<file path="config.mk">
export PLATFORM = sky130hd
export DESIGN_NAME = gpi_scan_ctrl
export DESIGN_NICKNAME = d
export VERILOG_FILES = /design/src/rtl/gpi_scan_pkg.sv /design/src/rtl/gpi_edge_flags.sv /design/src/rtl/gpi_scan_ctrl.sv
export SDC_FILE = /design/constraint.sdc
export NUM_CORES = 1
export LEC_CHECK = 0
export ABC_CLOCK_PERIOD_IN_PS = 6000
export BUFFER_PORTS_ARGS = -buffer_cell sky130_fd_sc_hd__buf_2
export CAP_MARGIN = 25
export CORE_MARGIN = 2
export CORE_UTILIZATION = 35
export CTS_BUF_LIST = sky130_fd_sc_hd__clkbuf_2
export DETAILED_ROUTE_END_ITERATION = 8
export GPL_ROUTABILITY_DRIVEN = 1
export MAX_ROUTING_LAYER = met4
export PLACE_DENSITY_LB_ADDON = 0.2
export SYNTH_ARGS = -nofsm -noshare
export SYNTH_HDL_FRONTEND = slang
export SYNTH_SLANG_ARGS = --single-unit
</file>
<file path="constraint.sdc">
create_clock -name PCLK -period 6 [get_ports PCLK]
set_input_delay 0.9 -clock PCLK [delete_from_list [all_inputs] [get_ports PCLK]]
set_output_delay 0.9 -clock PCLK [all_outputs]
set_load 0.005 [all_outputs]
</file>
<file path="src/rtl/gpi_scan_pkg.sv">
// Shared types and constants for the GPI scan controller: FSM state encoding,
// GPI register addresses and the two-sample debounce helper.
package gpi_scan_pkg;

  localparam int GPI_W = 8;

  localparam logic [2:0] GPI_CR_ADDR  = 3'h0;
  localparam logic [2:0] GPI_IDR_ADDR = 3'h4;

  typedef enum logic [2:0] {
    S_IDLE,
    S_WAIT,
    S_CR_SETUP,
    S_CR_ACCESS,
    S_RD_SETUP,
    S_RD_ACCESS,
    S_UPDATE
  } gpi_state_t;

  // A bit follows the sample only when two consecutive samples agree.
  function automatic logic [GPI_W-1:0] gpi_debounce(
    input logic [GPI_W-1:0] sample,
    input logic [GPI_W-1:0] prev_sample,
    input logic [GPI_W-1:0] snapshot
  );
    logic [GPI_W-1:0] agree;
    agree = ~(sample ^ prev_sample);
    return (sample & agree) | (snapshot & ~agree);
  endfunction

endpackage

</file>
<file path="src/rtl/gpi_edge_flags.sv">
// Sticky rise/fall flags for the GPI scan controller plus the registered
// level interrupt derived from them.
module gpi_edge_flags
  import gpi_scan_pkg::*;
(
  input  logic             PCLK,
  input  logic             PRESET,
  input  logic             i_upd,
  input  logic [GPI_W-1:0] i_snapshot_old,
  input  logic [GPI_W-1:0] i_acc_new,
  input  logic [GPI_W-1:0] i_flag_clr,
  input  logic [GPI_W-1:0] i_irq_en,
  output logic [GPI_W-1:0] o_rise_flag,
  output logic [GPI_W-1:0] o_fall_flag,
  output logic             o_irq
);

  logic [GPI_W-1:0] r_rise;
  logic [GPI_W-1:0] r_fall;
  logic             r_irq;
  logic [GPI_W-1:0] w_rise_set;
  logic [GPI_W-1:0] w_fall_set;

  assign w_rise_set = i_upd ? (i_acc_new & ~i_snapshot_old) : '0;
  assign w_fall_set = i_upd ? (~i_acc_new & i_snapshot_old) : '0;

  // Clear is applied first so a simultaneous set survives.
  always_ff @(posedge PCLK or posedge PRESET) begin
    if (PRESET) begin
      r_rise <= '0;
      r_fall <= '0;
      r_irq  <= 1'b0;
    end else begin
      r_rise <= (r_rise & ~i_flag_clr) | w_rise_set;
      r_fall <= (r_fall & ~i_flag_clr) | w_fall_set;
      r_irq  <= |((r_rise | r_fall) & i_irq_en);
    end
  end

  assign o_rise_flag = r_rise;
  assign o_fall_flag = r_fall;
  assign o_irq       = r_irq;

endmodule

</file>
<file path="src/rtl/gpi_scan_ctrl.sv">
// Autonomous APB master that programs the GPI enable register, polls its
// input data register and keeps a snapshot; define GPI_SCAN_DEBOUNCE_EN for two-sample debounce.
module gpi_scan_ctrl
  import gpi_scan_pkg::*;
#(
  parameter int PERIOD_W = 16
) (
  input  logic                PCLK,
  input  logic                PRESET,
  input  logic                scan_en,
  input  logic [PERIOD_W-1:0] period,
  input  logic [GPI_W-1:0]    in_mask,
  input  logic [GPI_W-1:0]    irq_en,
  input  logic [GPI_W-1:0]    flag_clr,
  output logic                M_PSEL,
  output logic                M_PENABLE,
  output logic                M_PWRITE,
  output logic [2:0]          M_PADDR,
  output logic [31:0]         M_PWDATA,
  input  logic [31:0]         M_PRDATA,
  input  logic                M_PREADY,
  output logic [GPI_W-1:0]    snapshot,
  output logic [GPI_W-1:0]    rise_flag,
  output logic [GPI_W-1:0]    fall_flag,
  output logic                irq,
  output logic                busy
);

  gpi_state_t          r_state;
  logic [PERIOD_W-1:0] r_cnt;
  logic                r_psel;
  logic                r_penable;
  logic                r_pwrite;
  logic [2:0]          r_paddr;
  logic [GPI_W-1:0]    r_pwdata;
  logic [GPI_W-1:0]    r_rdata;
  logic                r_busy;
  logic                r_cr_dirty;
  logic [GPI_W-1:0]    r_cr_mask;
  logic [GPI_W-1:0]    r_snapshot;

  logic [PERIOD_W-1:0] w_period_m1;
  logic                w_cr_dirty;
  logic                w_cr_done;
  logic                w_upd;
  logic [GPI_W-1:0]    w_sample;
  logic [GPI_W-1:0]    w_acc_new;
  logic                w_unused_prdata;

  assign w_period_m1     = (period == '0) ? '0 : period - 1'b1;
  assign w_cr_done       = (r_state == S_CR_ACCESS) && M_PREADY;
  assign w_cr_dirty      = r_cr_dirty || (in_mask != r_cr_mask);
  assign w_upd           = (r_state == S_UPDATE);
  assign w_unused_prdata = ^M_PRDATA[31:GPI_W];

  // Scan sequencer; APB outputs are loaded together with the next state.
  always_ff @(posedge PCLK or posedge PRESET) begin
    if (PRESET) begin
      r_state   <= S_IDLE;
      r_cnt     <= '0;
      r_psel    <= 1'b0;
      r_penable <= 1'b0;
      r_pwrite  <= 1'b0;
      r_paddr   <= '0;
      r_pwdata  <= '0;
      r_rdata   <= '0;
      r_busy    <= 1'b0;
    end else begin
      case (r_state)
        S_IDLE: begin
          if (scan_en) begin
            r_state  <= S_CR_SETUP;
            r_busy   <= 1'b1;
            r_psel   <= 1'b1;
            r_pwrite <= 1'b1;
            r_paddr  <= GPI_CR_ADDR;
            r_pwdata <= in_mask;
          end
        end
        S_WAIT: begin
          if (!scan_en) begin
            r_state <= S_IDLE;
            r_busy  <= 1'b0;
            r_cnt   <= '0;
          end else if (r_cnt == w_period_m1) begin
            r_cnt  <= '0;
            r_psel <= 1'b1;
            if (w_cr_dirty) begin
              r_state  <= S_CR_SETUP;
              r_pwrite <= 1'b1;
              r_paddr  <= GPI_CR_ADDR;
              r_pwdata <= in_mask;
            end else begin
              r_state  <= S_RD_SETUP;
              r_pwrite <= 1'b0;
              r_paddr  <= GPI_IDR_ADDR;
            end
          end else begin
            r_cnt <= r_cnt + 1'b1;
          end
        end
        S_CR_SETUP: begin
          r_state   <= S_CR_ACCESS;
          r_penable <= 1'b1;
        end
        S_CR_ACCESS: begin
          if (M_PREADY) begin
            r_penable <= 1'b0;
            if (scan_en) begin
              r_state  <= S_RD_SETUP;
              r_pwrite <= 1'b0;
              r_paddr  <= GPI_IDR_ADDR;
            end else begin
              r_state <= S_IDLE;
              r_psel  <= 1'b0;
              r_busy  <= 1'b0;
            end
          end
        end
        S_RD_SETUP: begin
          r_state   <= S_RD_ACCESS;
          r_penable <= 1'b1;
        end
        S_RD_ACCESS: begin
          if (M_PREADY) begin
            r_state   <= S_UPDATE;
            r_psel    <= 1'b0;
            r_penable <= 1'b0;
            r_rdata   <= M_PRDATA[GPI_W-1:0];
          end
        end
        S_UPDATE: begin
          if (scan_en) begin
            r_state <= S_WAIT;
          end else begin
            r_state <= S_IDLE;
            r_busy  <= 1'b0;
          end
        end
        default: begin
          r_state   <= S_IDLE;
          r_psel    <= 1'b0;
          r_penable <= 1'b0;
          r_busy    <= 1'b0;
        end
      endcase
    end
  end

  // The mask applied to samples is the one the peripheral actually holds.
  always_ff @(posedge PCLK or posedge PRESET) begin
    if (PRESET) begin
      r_cr_dirty <= 1'b1;
      r_cr_mask  <= '0;
    end else if (w_cr_done) begin
      r_cr_mask  <= r_pwdata;
      r_cr_dirty <= (in_mask != r_pwdata);
    end else if (in_mask != r_cr_mask) begin
      r_cr_dirty <= 1'b1;
    end
  end

  assign w_sample = r_rdata & r_cr_mask;

`ifdef GPI_SCAN_DEBOUNCE_EN
  logic [GPI_W-1:0] r_prev_sample;

  always_ff @(posedge PCLK or posedge PRESET) begin
    if (PRESET) begin
      r_prev_sample <= '0;
    end else if (w_upd) begin
      r_prev_sample <= w_sample;
    end
  end

  assign w_acc_new = gpi_debounce(w_sample, r_prev_sample, r_snapshot);
`else
  assign w_acc_new = w_sample;
`endif

  always_ff @(posedge PCLK or posedge PRESET) begin
    if (PRESET) begin
      r_snapshot <= '0;
    end else if (w_upd) begin
      r_snapshot <= w_acc_new;
    end
  end

  gpi_edge_flags u_flags (
    .PCLK          (PCLK),
    .PRESET        (PRESET),
    .i_upd         (w_upd),
    .i_snapshot_old(r_snapshot),
    .i_acc_new     (w_acc_new),
    .i_flag_clr    (flag_clr),
    .i_irq_en      (irq_en),
    .o_rise_flag   (rise_flag),
    .o_fall_flag   (fall_flag),
    .o_irq         (irq)
  );

  assign M_PSEL    = r_psel;
  assign M_PENABLE = r_penable;
  assign M_PWRITE  = r_pwrite;
  assign M_PADDR   = r_paddr;
  assign M_PWDATA  = {{(32-GPI_W){1'b0}}, r_pwdata};
  assign snapshot  = r_snapshot;
  assign busy      = r_busy;

endmodule

</file>
==> After elaboration in Yosys (flattened, before gate mapping) <==
Cells that the tools add are included.
{ "word_totals": {"register_bits": 76, "in_bits": 76, "output_inout_bits": 64, "elab_cells": 117} }
{ "op_classes": {"n_addsub": 2, "n_eq_ne": 19, "n_mux": 45, "bitwise_logic": 15, "n_reduce_logical": 21} }
{ "ops": {"columns": ["op", "n"], "rows": [
  ["bitwise AND 8 bit", 6],
  ["2-to-1 mux 16 bit", 3],
  ["2-to-1 mux 8 bit", 6],
  ["2-to-1 mux 3 bit", 13],
  ["NOT 8 bit", 3],
  ["OR 8 bit", 3],
  ["case mux 3 bit (7 select lines)", 1],
  ["adder 16 x 1 -> 16 bit (second input constant)", 1],
  ["== test 16 bit", 1],
  ["zero test 16 bit", 1],
  ["2-to-1 mux 1 bit", 16],
  ["inequality test 2 bit (second input constant)", 8],
  ["inequality test 8 bit", 2],
  ["case mux 8 bit (2 select lines)", 1],
  ["subtractor 16 x 1 -> 16 bit (second input constant)", 1],
  ["== test 3 bit (second input constant)", 3],
  ["case mux 3 bit (3 select lines)", 1],
  ["OR reduction 3 bit", 3],
  ["OR reduction 8 bit", 1],
  ["AND reduction 7 bit", 1],
  ["== test 3 x 2 -> 1 bit (second input constant)", 2],
  ["case mux 1 bit (3 select lines)", 2],
  ["AND reduction 6 bit", 1],
  ["OR reduction 2 bit", 3],
  ["15 further kinds", 19]
]} }

==> Depth between registers and ports, before layout <==
Gate-level depths: netlist of the first run.
{ "logic_depth": {"depth_word": 6, "ltp_mapped": 14, "depth_no_buf": 10} }

==> Modules after synthesis <==
Synthesis of the first run repeated with hierarchy kept, for this count alone.
{ "hier_totals": {"cells_unflattened": 468, "hier_area_um2": 4548.1} }
{ "modules_own_cells": {"columns": ["mod", "instances", "cells_per_inst", "area_per_inst_um2", "seq_area_each_um2"], "rows": [
  ["gpi_scan_ctrl", 1, 389, 3794.9, 1427.6],
  ["gpi_edge_flags", 1, 79, 753.2, 425.4]
]} }

==> Worst setup path after synthesis of the first run <==
OpenSTA, ideal clock, no wires.
{ "synth_timing": {"path_type": "input port to flip-flop", "from": "input port period[0]", "to": "register r_pwdata[1]", "setup_ns": 0.125, "arrival_time_ns": 3.396, "t_required_ns": 5.875, "path_slack_ns": 2.479, "stages": 12, "path_buffers": 2, "cell_sequence": "inv_1 -> ha_1 -> or4b_1 -> buf_2 -> or2_2 -> clkbuf_1 -> o21ai_1 -> a32oi_1 -> nor3_1 -> nand3_2 -> o21ai_4 -> mux2_2"} }
{ "synth_between": {"elab_chain_cells": 5, "word_cells_on_any_way": 6, "cone_classes": "add/sub: 1; eq/ne: 2; mux: 1; reduce/logical: 2"} }
{ "synth_rtl": {"columns": ["item", "line_no", "text"], "rows": [
  ["from (decl)", "gpi_scan_ctrl.sv:11", "input logic [PERIOD_W-1:0] period,"],
  ["subtractor 16 x 1 -> 16 bit / zero test 16 bit (equally long branches)", "gpi_scan_ctrl.sv:50", "assign w_period_m1 = (period == '0) ? '0 : period - 1'b1;"],
  ["2-to-1 mux 16 bit *", "gpi_scan_ctrl.sv:50", null],
  ["== test 16 bit *", "gpi_scan_ctrl.sv:85", "end else if (r_cnt == w_period_m1) begin"],
  ["inequality test 2 bit (no source line) *", null, null],
  ["AND reduction 5 bit (no source line) *", null, null],
  ["to (signal assigned)", "gpi_scan_ctrl.sv:77", "r_pwdata <= in_mask;"],
  ["to (signal assigned)", "gpi_scan_ctrl.sv:92", "r_pwdata <= in_mask;"],
  ["to (decl)", "gpi_scan_ctrl.sv:35", "logic [GPI_W-1:0] r_pwdata;"]
]} }
Every way passes the cells marked *; elsewhere a longest branch is shown, timed or not.
A chain may end at the register's enable or synchronous reset.

==> Worst setup path in the final report of the first run <==
{ "layout_timing": {"from": "input port period[0]", "to": "register r_pwrite, in the netlist M_PWRITE"} }
{ "layout_between": {"elab_chain_cells": 5, "word_cells_on_any_way": 6, "cone_classes": "add/sub: 1; eq/ne: 2; mux: 1; reduce/logical: 2"} }
{ "layout_rtl": {"columns": ["item", "line_no", "text"], "rows": [
  ["subtractor 16 x 1 -> 16 bit / zero test 16 bit (equally long branches)", "gpi_scan_ctrl.sv:50", null],
  ["2-to-1 mux 16 bit *", "gpi_scan_ctrl.sv:50", null],
  ["== test 16 bit *", "gpi_scan_ctrl.sv:85", null],
  ["inequality test 2 bit (no source line) *", null, null],
  ["AND reduction 6 bit (no source line) *", null, null],
  ["to (signal assigned)", "gpi_scan_ctrl.sv:63", "r_pwrite <= 1'b0;"],
  ["to (signal assigned)", "gpi_scan_ctrl.sv:90", "r_pwrite <= 1'b1;"],
  ["to (signal assigned)", "gpi_scan_ctrl.sv:95", "r_pwrite <= 1'b0;"],
  ["to (decl)", "gpi_scan_ctrl.sv:33", "logic r_pwrite;"]
]} }
Marked as above.

==> flow_summary_export.csv, run 1 <==
group,metric,value,unit
outcome,outcome,"finished clean",
timing,fin_skew,0.0304,ns
global_route,grt_usage,0.160,
global_route,grt.overflow.total,0,
clock_tree,cts_made_buffers,9,
clock_tree,post_cts.repair.setup_buffers,0,
timing,setup_tns,0,ns
pwr,combPwrFrac,0.368,
synth,ys_async_sr_fraction,1.00,
clock_tree,clockRootBuffer,"clkbuf_2",
route,routed_wl,10800,um
layout,antenna_cells,0,
placement,routabilityCongestion,0.864,
timing,rsz0062_at_grt,"no",
job,cap_violations,0,
route,drt-vias-per-instance,5.15,
critical_path,cp.required,6.41,ns
placement,dp_hpwl,8030,um
floorplanning,core_region_area,0.0127,mm^2
floorplanning,fp.dieArea,0.0140,mm^2
pwr,p_clk_frac,0.147,
floorplanning,start_util,0.361,
synth,ys_top_cells_by_area,"dfrtp_1, mux2_2, buf_4, nand2_1, xnor2_1",
synth,synth_top_area_frac,0.400,
timing,max-slew-margin-rel,0.361,
layout,final_area,0.00517,mm^2
pwr,p_leak,2.26,nW
synth,syn_area_per_cell,9.04,um^2
synth,netlist_top_cells_count,"dfrtp_1, nand2_1, o21ai_0",
clock_tree,cts_num_sinks,74,
clock_tree,clock_path_buffers,2,
synth,synth_most_common_cell,"dfrtp_1",
synth,ys_types,68,
critical_path,arrival,4.43,ns
floorplanning,fp.dieH,118,um
timing,finalCritPeriodShare,0.670,
clock_tree,clkLatencyLatePin,0.50,ns
timing,max_freq,249,MHz
clock_tree,post_cts_resized,0,
layout,num-nets-final,660,
synth,ys_seq_area_frac,0.405,
route,drt_first_pass_iters,4,
route,drt_iter0_drc,163,
global_route,grt_max_degree,75,
synth,synth.yosys.warnings,0,
global_route,grt_first_pass_wirelength,17900,um
pwr,p_sw,0.000713,W
timing,setup_viol,0,
pwr,power.density,350,mW/mm^2
floorplanning,die_w,118,um
route,vias,3908,
worst_hold_path,min_path_type,"in2async",
critical_path,end_kind,"flop",
clock_tree,cts_tree,"yes",
pwr,vdd_drop_max,92.8,uV
timing,period_minus_slack,4.02,ns
global_route,grt_pass1_vias,3721,
pwr,p_int,0.00109,W
timing,tightest_slew,0.956,ns
floorplanning,fp-row-count,41,
clock_tree,cts_hold_buf,0,
critical_path,setup.worst_path.class,"in2reg",
timing,hold_ws,0.359,ns
synth,synth_top_cell_by_area,"dfrtp_1",
synth,synth_seq_cells,74,
route,postRouteAntennaNets,0,
route,post_drt_wl_per_cell,14.2,um
timing,finalHoldViolCount,0,
route,drc,0,
pwr,p_seq_frac,0.485,
layout,drive_gt1_frac,0.252,
pwr,switching_share,0.395,
clock_tree,h-tree-depth,3,
synth,synth-edff-count,0,
clock_tree,path_clk_slew,0.19,ns
timing,slew_viol_final,0,
critical_path,start_kind,"input port",
placement,port_buffers,89,
layout,synthToLayoutAreaGrowth,13.1,%
synth,synthCells,506,
critical_path,r2r_cells,8,
synth,netlist_area,0.00457,mm^2
layout,final_util,0.408,
synth,ys.flop_type,"dfrtp_1",
floorplanning,pin_count,140,
critical_path,critPathMaxFanout,11,
global_route,antenna_found_initial,0,
placement,post_dp_cell_area,0.00503,mm^2
==> sequential cells by signal, summed over array words and instances, names as in the netlist <==
| signal | cells |
|---|---|
| r_state | 3 |
| snapshot | 8 |
| r_rdata | 8 |
| r_cr_dirty | 1 |
| r_cr_mask | 8 |
| u_flags.o_irq | 1 |
| u_flags.o_rise_flag | 8 |
| u_flags.o_fall_flag | 8 |
| M_PSEL | 1 |
| r_cnt | 16 |
| M_PENABLE | 1 |
| busy | 1 |
| r_pwdata | 8 |
| M_PADDR | 1 |
| M_PWRITE | 1 |
==> cells in the final DEF, fill, tap and decap left out, types with 6 or more instances in the layout <==
cell / Yosys / routed
conb_1: 1 / 26
o211ai_1: 7 / 7
nor3_1: 10 / 10
o32ai_1: 8 / 8
o22ai_1: 9 / 9
or3_1: 8 / 8
clkbuf_2: 0 / 10
nand4_1: 13 / 13
dfrtp_1: 73 / 73
xnor2_1: 22 / 22
inv_1: 25 / 24
nor4_1: 7 / 7
xor2_1: 11 / 11
mux2_2: 23 / 23
and3_1: 7 / 7
nand2b_1: 8 / 8
nand3_1: 16 / 16
nor2_1: 26 / 26
o21ai_1: 6 / 6
o21ai_0: 36 / 36
a21oi_1: 19 / 19
buf_2: 3 / 89
nand2_1: 53 / 53
==> kinds of logic (layout without fill, tap and decap cells) <==
group,Yosys count,count (layout),synth area share
XOR/XNOR,34,34,0.0681
buffers and inverters,77,133,0.0878
adder cells (fa/ha/maj),2,2,0.00547
AND/OR/NAND/NOR,175,175,0.202
multiplexers,27,27,0.0657
other,1,26,0.000820
flip-flops,74,74,0.405
AO/OA/AOI/OAI,116,116,0.165
==> critical path, cell delays in order <==
cell      delay (ns)
buf_2           0.14
inv_1           0.08
ha_1            0.29
or4b_1          0.63
nor4b_1         0.54
a21oi_1         0.08
a311oi_1        0.26
and4_1          0.28
nand4_1         0.45
or3_1           0.52
a31o_2          0.24
==> power by group through the flow <==
stage / clock network, W / logic [W] / registers, W
4_1_cts: 0.000281 / 0.000671 / 0.000876
3_3_place_gp: 0 / 0.000653 / 0.000880
2_1_floorplan: 0 / 0.000551 / 0.000791
5_1_grt: 0.000303 / 0.000753 / 0.000907
6_report: 0.000265 / 0.000665 / 0.000877
3_5_place_dp: 0 / 0.000671 / 0.000887
==> worst paths after layout <==
check / from / end / slack (ns)
max: period[0] / M_PWRITE$_DFFE_PP0P_ / 1.98
min: PRESET / snapshot[5]$_DFFE_PP0P_ / 0.36
max reg2reg: r_cnt[5]$_DFFE_PP0P_ / M_PWRITE$_DFFE_PP0P_ / 2.99
min reg2reg: snapshot[7]$_DFFE_PP0P_ / u_flags.o_rise_flag[7]$_DFF_PP0_ / 0.52
max in group asynchronous: PRESET / r_cr_dirty$_DFFE_PP1P_ / 5.06
min in group PCLK: snapshot[7]$_DFFE_PP0P_ / u_flags.o_rise_flag[7]$_DFF_PP0_ / 0.52
==> metrics by stage <==
step / total power, W / setup slack (ns) / std cells
final: 0.00181 / 1.98 / 759
after global routing: 0.00196 / 1.73 / 759
after CTS: 0.00183 / 2.07 / 758
after detailed placement: 0.00156 / 1.45 / 742
after global placement: 0.00153 / 1.53 / 742
after floorplan: 0.00134 / 2.48 / 531
==> layout make-up <==
type	instances	area [um^2]
Clock inverter	6	57.6
Timing Repair Buffer	92	488
Fill cell	1303	7500
Clock buffer	10	50.0
Tap cell	172	215
Multi-Input combinational cell	380	2410
Sequential cell	74	1850
Inverter	25	93.8
==> layer usage <==
layer / wire length [um] / track usage
met5: 0 / -
met3: 478 / 0.0275
met1: 4980 / 0.204
met2: 5220 / 0.260
met4: 97 / 0.0512
No activity file was read; power rests on OpenSTA's default activity.
==> run 2: changes to the inputs <==
--- a/config.mk
+++ b/config.mk
@@ -5,7 +5,8 @@
 export SDC_FILE = /design/constraint.sdc
 export NUM_CORES = 1
 export LEC_CHECK = 0
-export ABC_CLOCK_PERIOD_IN_PS = 6000
+export ABC_AREA = 1
+export ABC_CLOCK_PERIOD_IN_PS = 3300
 export BUFFER_PORTS_ARGS = -buffer_cell sky130_fd_sc_hd__buf_2
 export CAP_MARGIN = 25
 export CORE_MARGIN = 2
==> constraint.sdc (replaced) <==
create_clock -name PCLK -period 3.3 [get_ports PCLK]
set_input_delay 0.495 -clock PCLK [delete_from_list [all_inputs] [get_ports PCLK]]
set_output_delay 0.495 -clock PCLK [all_outputs]
set_load 0.005 [all_outputs]
==> flow_summary_export.csv, run 2 <==
group,metric,value,unit
outcome,outcome,"finished clean",
clock_tree,clockRootBuffer,"clkbuf_2",
synth,syn_area_per_cell,7.64,um^2
layout,drive_gt1_frac,0.199,
critical_path,setup.worst_path.class,"in2reg",
clock_tree,post_cts.repair.setup_buffers,0,
floorplanning,start_util,0.361,
layout,antenna_cells,0,
route,vias,4047,
job,cap_violations,0,
synth,synth_top_area_frac,0.398,
synth,ys_top_cells_by_area,"dfrtp_1, nand2_1, inv_1, nand3_1, buf_4",
critical_path,regToRegSetupSlack,1.08,ns
clock_tree,cts_hold_buf,0,
floorplanning,fp.dieH,119,um
global_route,grt_pass1_vias,3837,
critical_path,end_kind,"flop",
floorplanning,fp-row-count,41,
layout,largest-register,"r_cnt",
layout,layout_commonest_cell,"nand2_1",
clock_tree,cts_tree,"yes",
critical_path,cp_slowest_cell,"nand3_2",
critical_path,arrival,2.67,ns
timing,finalCritPeriodShare,0.688,
route,drt_first_pass_iters,5,
synth,ys_types,38,
placement,dpl_worst_slack,0.482,ns
layout,final-seq-area,0.00185,mm^2
critical_path,r2r-start,"r_cnt[0]$_DFFE_PP0P_",
timing,setup_ws,1.03,ns
timing,finalHoldViolCount,0,
floorplanning,core_region_area,0.0127,mm^2
layout,nFillCells,1362,
route,drc,0,
worst_hold_path,min_path_type,"in2reg",
critical_path,crit_chain,"buf_2, inv_1, ha_1, nand2_2, nor2_4, nand2_4, nand2_2, nand2_2, a21oi_2, nand2_2, nor2_4, nand3_4, nand3_2, nand2_1, nand2_1, nand2_1",
critical_path,crit_start,"period[0]",
global_route,grt_first_pass_wirelength,18700,um
timing,period_minus_slack,2.27,ns
layout,num-nets-final,773,
timing,fin_skew,0.0213,ns
global_route,grt.overflow.total,0,
clock_tree,path_clk_slew,0.18,ns
synth,ys_async_sr_fraction,1.00,
pwr,p_leak,2.77,nW
route,drt-vias-per-instance,4.65,
layout,largest_reg_flops,16,
global_route,antenna_found_initial,0,
layout,multi_input_area,0.00220,mm^2
synth,netlist_top_cells_count,"nand2_1, inv_1, dfrtp_1",
global_route,grt_max_degree,75,
placement,port_buffers,89,
timing,rsz0062_at_grt,"no",
clock_tree,cts_made_buffers,9,
global_route,grt_usage,0.166,
layout,layout_common_cells,"nand2_1, inv_1, buf_2",
critical_path,cpMostUsedCell,"nand2_2",
route,post_drt_wl_per_cell,12.7,um
clock_tree,cts_num_sinks,74,
critical_path,critPathMaxFanout,31,
route,postRouteAntennaNets,0,
pwr,finalPower,0.00331,W
critical_path,cp.required,3.70,ns
timing,setup_tns,0,ns
route,drt_iter0_drc,209,
synth,synth-edff-count,0,
timing,slew_viol_final,0,
placement,routabilityCongestion,0.871,
synth,synth_seq_cells,74,
route,routed_wl,11000,um
pwr,power.density,633,mW/mm^2
floorplanning,die_w,119,um
worst_hold_path,min_from,"flag_clr[4]",
clock_tree,post_cts_resized,0,
synth,synth.yosys.warnings,0,
synth,ys.flop_type,"dfrtp_1",
critical_path,start_kind,"input port",
synth,synth_top_cell_by_area,"dfrtp_1",
timing,max-slew-margin-rel,0.590,
placement,dp_hpwl,8550,um
critical_path,crit_buf_inv,2,
critical_path,crit_family,"simple AND/OR/NAND/NOR gates",
synth,synth_most_common_cell,"nand2_1",
clock_tree,clock_path_buffers,2,
clock_tree,clkLatencyLatePin,0.50,ns
floorplanning,fp.dieArea,0.0140,mm^2
clock_tree,h-tree-depth,3,
timing,setup_viol,0,
synth,synthCells,601,
timing,tightest_slew,0.600,ns
floorplanning,pin_count,140,
synth,ys_seq_area_frac,0.404,
synth,netlist_area,0.00459,mm^2
pwr,vdd_drop_max,301,uV
timing,max_freq,441,MHz
layout,synthToLayoutAreaGrowth,13.9,%
critical_path,slowest_delay,0.28,ns
## run 2: cell types whose count changed after synthesis, moves of 11 or more
cell and delta:
nand4_1 +13, a21oi_1 -14, o22ai_1 +11, nand3_1 +25, inv_1 +72, mux2_2 -15, xnor2_1 -11, o21ai_0 -12
clkbuf_1 -15, nand2_1 +98
## run 2: cell type report
| type | count | share of cell area |
|---|---|---|
| timing repair buffer | 94 | 0.0952 |
| inverter | 98 | 0.0704 |
| sequential | 74 | 0.354 |
| multi-input combinational | 418 | 0.421 |
| clock buffer | 9 | 0.00861 |
| tap | 172 | 0.0412 |
| clock inverter | 6 | 0.00933 |
## run 2: cell families after synthesis
group,Yosys count,share of synthesized area
AO/OA/AOI/OAI,63,0.0848
XOR/XNOR,27,0.0515
AND/OR/NAND/NOR,292,0.297
multiplexers,8,0.0196
other,1,0.000817
buffers and inverters,134,0.137
adder cells (fa/ha/maj),2,0.00545
flip-flops,74,0.404
## run 2: path summary, 6_finish.rpt
path	cells past startpoint	to
max in group asynchronous	4	r_cr_dirty$_DFFE_PP1P_
worst min register to register	1	u_flags.o_rise_flag[5]$_DFF_PP0_
min in group asynchronous	4	u_flags.o_irq$_DFF_PP0_
worst max-delay path	16	r_state[0]$_DFFE_PP0P_
worst max register to register	9	r_cnt[14]$_DFFE_PP0P_
worst min-delay path	2	u_flags.o_rise_flag[4]$_DFF_PP0_
## run 2: layer usage
metal | global-route usage | routed length [um] | share of wire | up-vias
met5 | - | 0 | 0 | -
met4 | 0.0290 | 51 | 0.0046 | 0
met3 | 0.0391 | 537 | 0.049 | 4
met2 | 0.251 | 5080 | 0.46 | 99
met1 | 0.231 | 5370 | 0.49 | 1857
li1 | - | - | - | 2087
## run 2: where the power goes
part / switching [W] / internal [W] / total (W)
clock: 0.000299 / 0.000159 / 0.000458
sequential: 0.000273 / 0.00120 / 0.00147
combinational: 0.000816 / 0.000562 / 0.00138
total: 0.00139 / 0.00192 / 0.00331
## run 2: per-stage QoR
step	instances	hold slack, ns	utilization	cell area (um^2)
final	871	0.176	0.411	5230
after global routing	871	0.0774	0.411	5230
after CTS	870	0.0183	0.410	5220
after detailed placement	855	0.462	0.403	5120
after global placement	855	0.454	0.403	5120
after floorplan	626	0.464	-	4680
==> run 3: changes to the inputs <==
--- a/config.mk
+++ b/config.mk
@@ -6,7 +6,7 @@
 export NUM_CORES = 1
 export LEC_CHECK = 0
 export ABC_AREA = 1
-export ABC_CLOCK_PERIOD_IN_PS = 3300
+export ABC_CLOCK_PERIOD_IN_PS = 2200
 export BUFFER_PORTS_ARGS = -buffer_cell sky130_fd_sc_hd__buf_2
 export CAP_MARGIN = 25
 export CORE_MARGIN = 2
==> constraint.sdc (replaced) <==
create_clock -name PCLK -period 2.2 [get_ports PCLK]
set_input_delay 0.33 -clock PCLK [delete_from_list [all_inputs] [get_ports PCLK]]
set_output_delay 0.33 -clock PCLK [all_outputs]
set_load 0.005 [all_outputs]
==> flow_summary_export.csv, run 3 (same netlist as run 2, synthesis figures left out) <==
group,metric,value,unit
outcome,outcome,"finished clean",
layout,largest_reg_flops,16,
global_route,grt_use_met3,0.0391,
timing,setup_ws,0.228,ns
job,cap_violations,0,
layout,largest-register,"r_cnt",
layout,drive_gt1_frac,0.225,
timing,setup_viol,0,
critical_path,start_kind,"flop",
layout,final_area,0.00568,mm^2
timing,max-slew-margin-rel,0.580,
clock_tree,clockRootBuffer,"clkbuf_2",
timing,period_minus_slack,1.97,ns
floorplanning,core_region_area,0.0127,mm^2
floorplanning,start_util,0.361,
timing,slew_viol_final,0,
layout,layout_commonest_cell,"nand2_1",
timing,rsz0062_at_grt,"no",
route,drt_first_pass_iters,4,
critical_path,cp.required,2.65,ns
worst_hold_path,min_path_type,"in2reg",
floorplanning,fp-row-count,41,
pwr,power.density,917,mW/mm^2
timing,finalCritPeriodShare,0.896,
placement,post_dp_cell_area,0.00531,mm^2
critical_path,arrival,2.42,ns
route,routed_wl,11700,um
timing,max_freq,507,MHz
global_route,grt_pass1_vias,4135,
clock_tree,cts_tree,"yes",
placement,dpl_worst_slack,-0.139,ns
global_route,gr-usage-met2,0.284,
pwr,vdd_drop_max,701,uV
timing,finalHoldViolCount,0,
timing,tightest_slew,0.614,ns
clock_tree,h-tree-depth,3,
global_route,grt.overflow.total,0,
floorplanning,pin_count,140,
timing,fin_skew,0.0236,ns
critical_path,end_kind,"flop",
critical_path,cp_slowest_cell,"a2111oi_0",
placement,port_buffers,89,
clock_tree,cts_made_buffers,9,
placement,routabilityCongestion,0.880,
floorplanning,fp.dieH,119,um
placement,dp_hpwl,9090,um
critical_path,slowest_delay,0.51,ns
floorplanning,die_w,119,um
clock_tree,cts_num_sinks,74,
layout,num-nets-final,820,
global_route,grt_usage,0.177,
global_route,grt_first_pass_wirelength,19700,um
route,post_drt_wl_per_cell,12.7,um
clock_tree,clock_path_buffers,2,
global_route,busiest_layer,"met2",
critical_path,setup.worst_path.class,"reg2reg",
route,drt_iter0_drc,228,
critical_path,crit_chain,"inv_1, nor3_1, inv_1, nor2_1, inv_1, nand2_1, a2111oi_0, nand3_1, nand2_1, nand2_1",
floorplanning,fp.dieArea,0.0140,mm^2
critical_path,critPathMaxFanout,6,
route,drt-vias-per-instance,4.64,
global_route,use_met1,0.226,
clock_tree,clkLatencyLatePin,0.54,ns
layout,synthToLayoutAreaGrowth,23.8,%
route,drc,0,
route,postRouteAntennaNets,0,
global_route,grt_max_degree,32,
pwr,p_leak,2.99,nW
layout,layout_common_cells,"nand2_1, inv_1, buf_2",
global_route,antenna_found_initial,1,
clock_tree,path_clk_slew,0.19,ns
route,vias,4261,
==> run 3: per-layer routing <==
metal,vias to the layer above,wire [um],share of wire
met5,-,0,0
met4,0,118,0.010
met3,10,431,0.037
met2,95,5600,0.48
met1,1980,5530,0.47
li1,2176,-,-
==> run 3: power by group <==
group          internal [W]  leakage, nW  total, W  switching (W)
combinational      0.000958         1.95   0.00225        0.00130
clock              0.000249       0.0628  0.000743       0.000494
sequential          0.00180        0.982   0.00221       0.000413
==> run 3: critical path: cells and delay by family, from the launching register on <==
| family | cells | cell delay [ns] |
|---|---|---|
| simple gates | 6 | 0.57 |
| buf+inv | 3 | 0.32 |
| flops | 1 | 0.49 |
| compound gates | 1 | 0.51 |
==> run 3: what timing repair did <==
| item | 4_1_cts | 5_1_grt |
|---|---|---|
| hold buffers | 19 | 6 |
| setup buffers | 0 | 0 |
| gates resized for setup | 0 | 3 |
| endpoints found under the setup margin | 0 | 6 |
| hold endpoints to repair | 40 | 6 |
==> run 3: metrics by stage <==
stage	hold WS [ns]	setup TNS [ns]	instances	util	total power (W)
CTS	0.00302	0	912	0.441	0.00525
finish	0.0649	0	919	0.447	0.00521
floorplan	0.429	0	626	-	0.00370
global route	0.0139	0	919	0.447	0.00569
detailed placement	0.355	-2.78	878	0.418	0.00445
global placement	0.350	-1.84	878	0.418	0.00440
==> run 3: area by class of cell <==
cell class,count,area (um^2)
Sequential cell,74,1850
Inverter,98,372
Clock buffer,9,45.0
Multi-Input combinational cell,418,2210
Fill cell,1345,7040
Timing Repair Buffer,141,923
Clock inverter,6,58.8
Antenna cell,1,2.50
Tap cell,172,215
==> run 3: final timing paths <==
kind                            slack, ns                          endpoint               startpoint  depth (start not counted)
max in group asynchronous            1.28            r_cr_dirty$_DFFE_PP1P_                   PRESET                          4
min in group asynchronous            0.30  u_flags.o_fall_flag[7]$_DFF_PP0_                   PRESET                          3
worst min register to register       0.48  u_flags.o_rise_flag[3]$_DFF_PP0_  snapshot[3]$_DFFE_PP0P_                          1
worst max-delay path                 0.23              M_PWRITE$_DFFE_PP0P_   r_state[0]$_DFFE_PP0P_                         10
worst max register to register       0.23              M_PWRITE$_DFFE_PP0P_   r_state[0]$_DFFE_PP0P_                         10
worst min-delay path                 0.06           r_pwdata[5]$_DFFE_PP0P_               in_mask[5]                          3
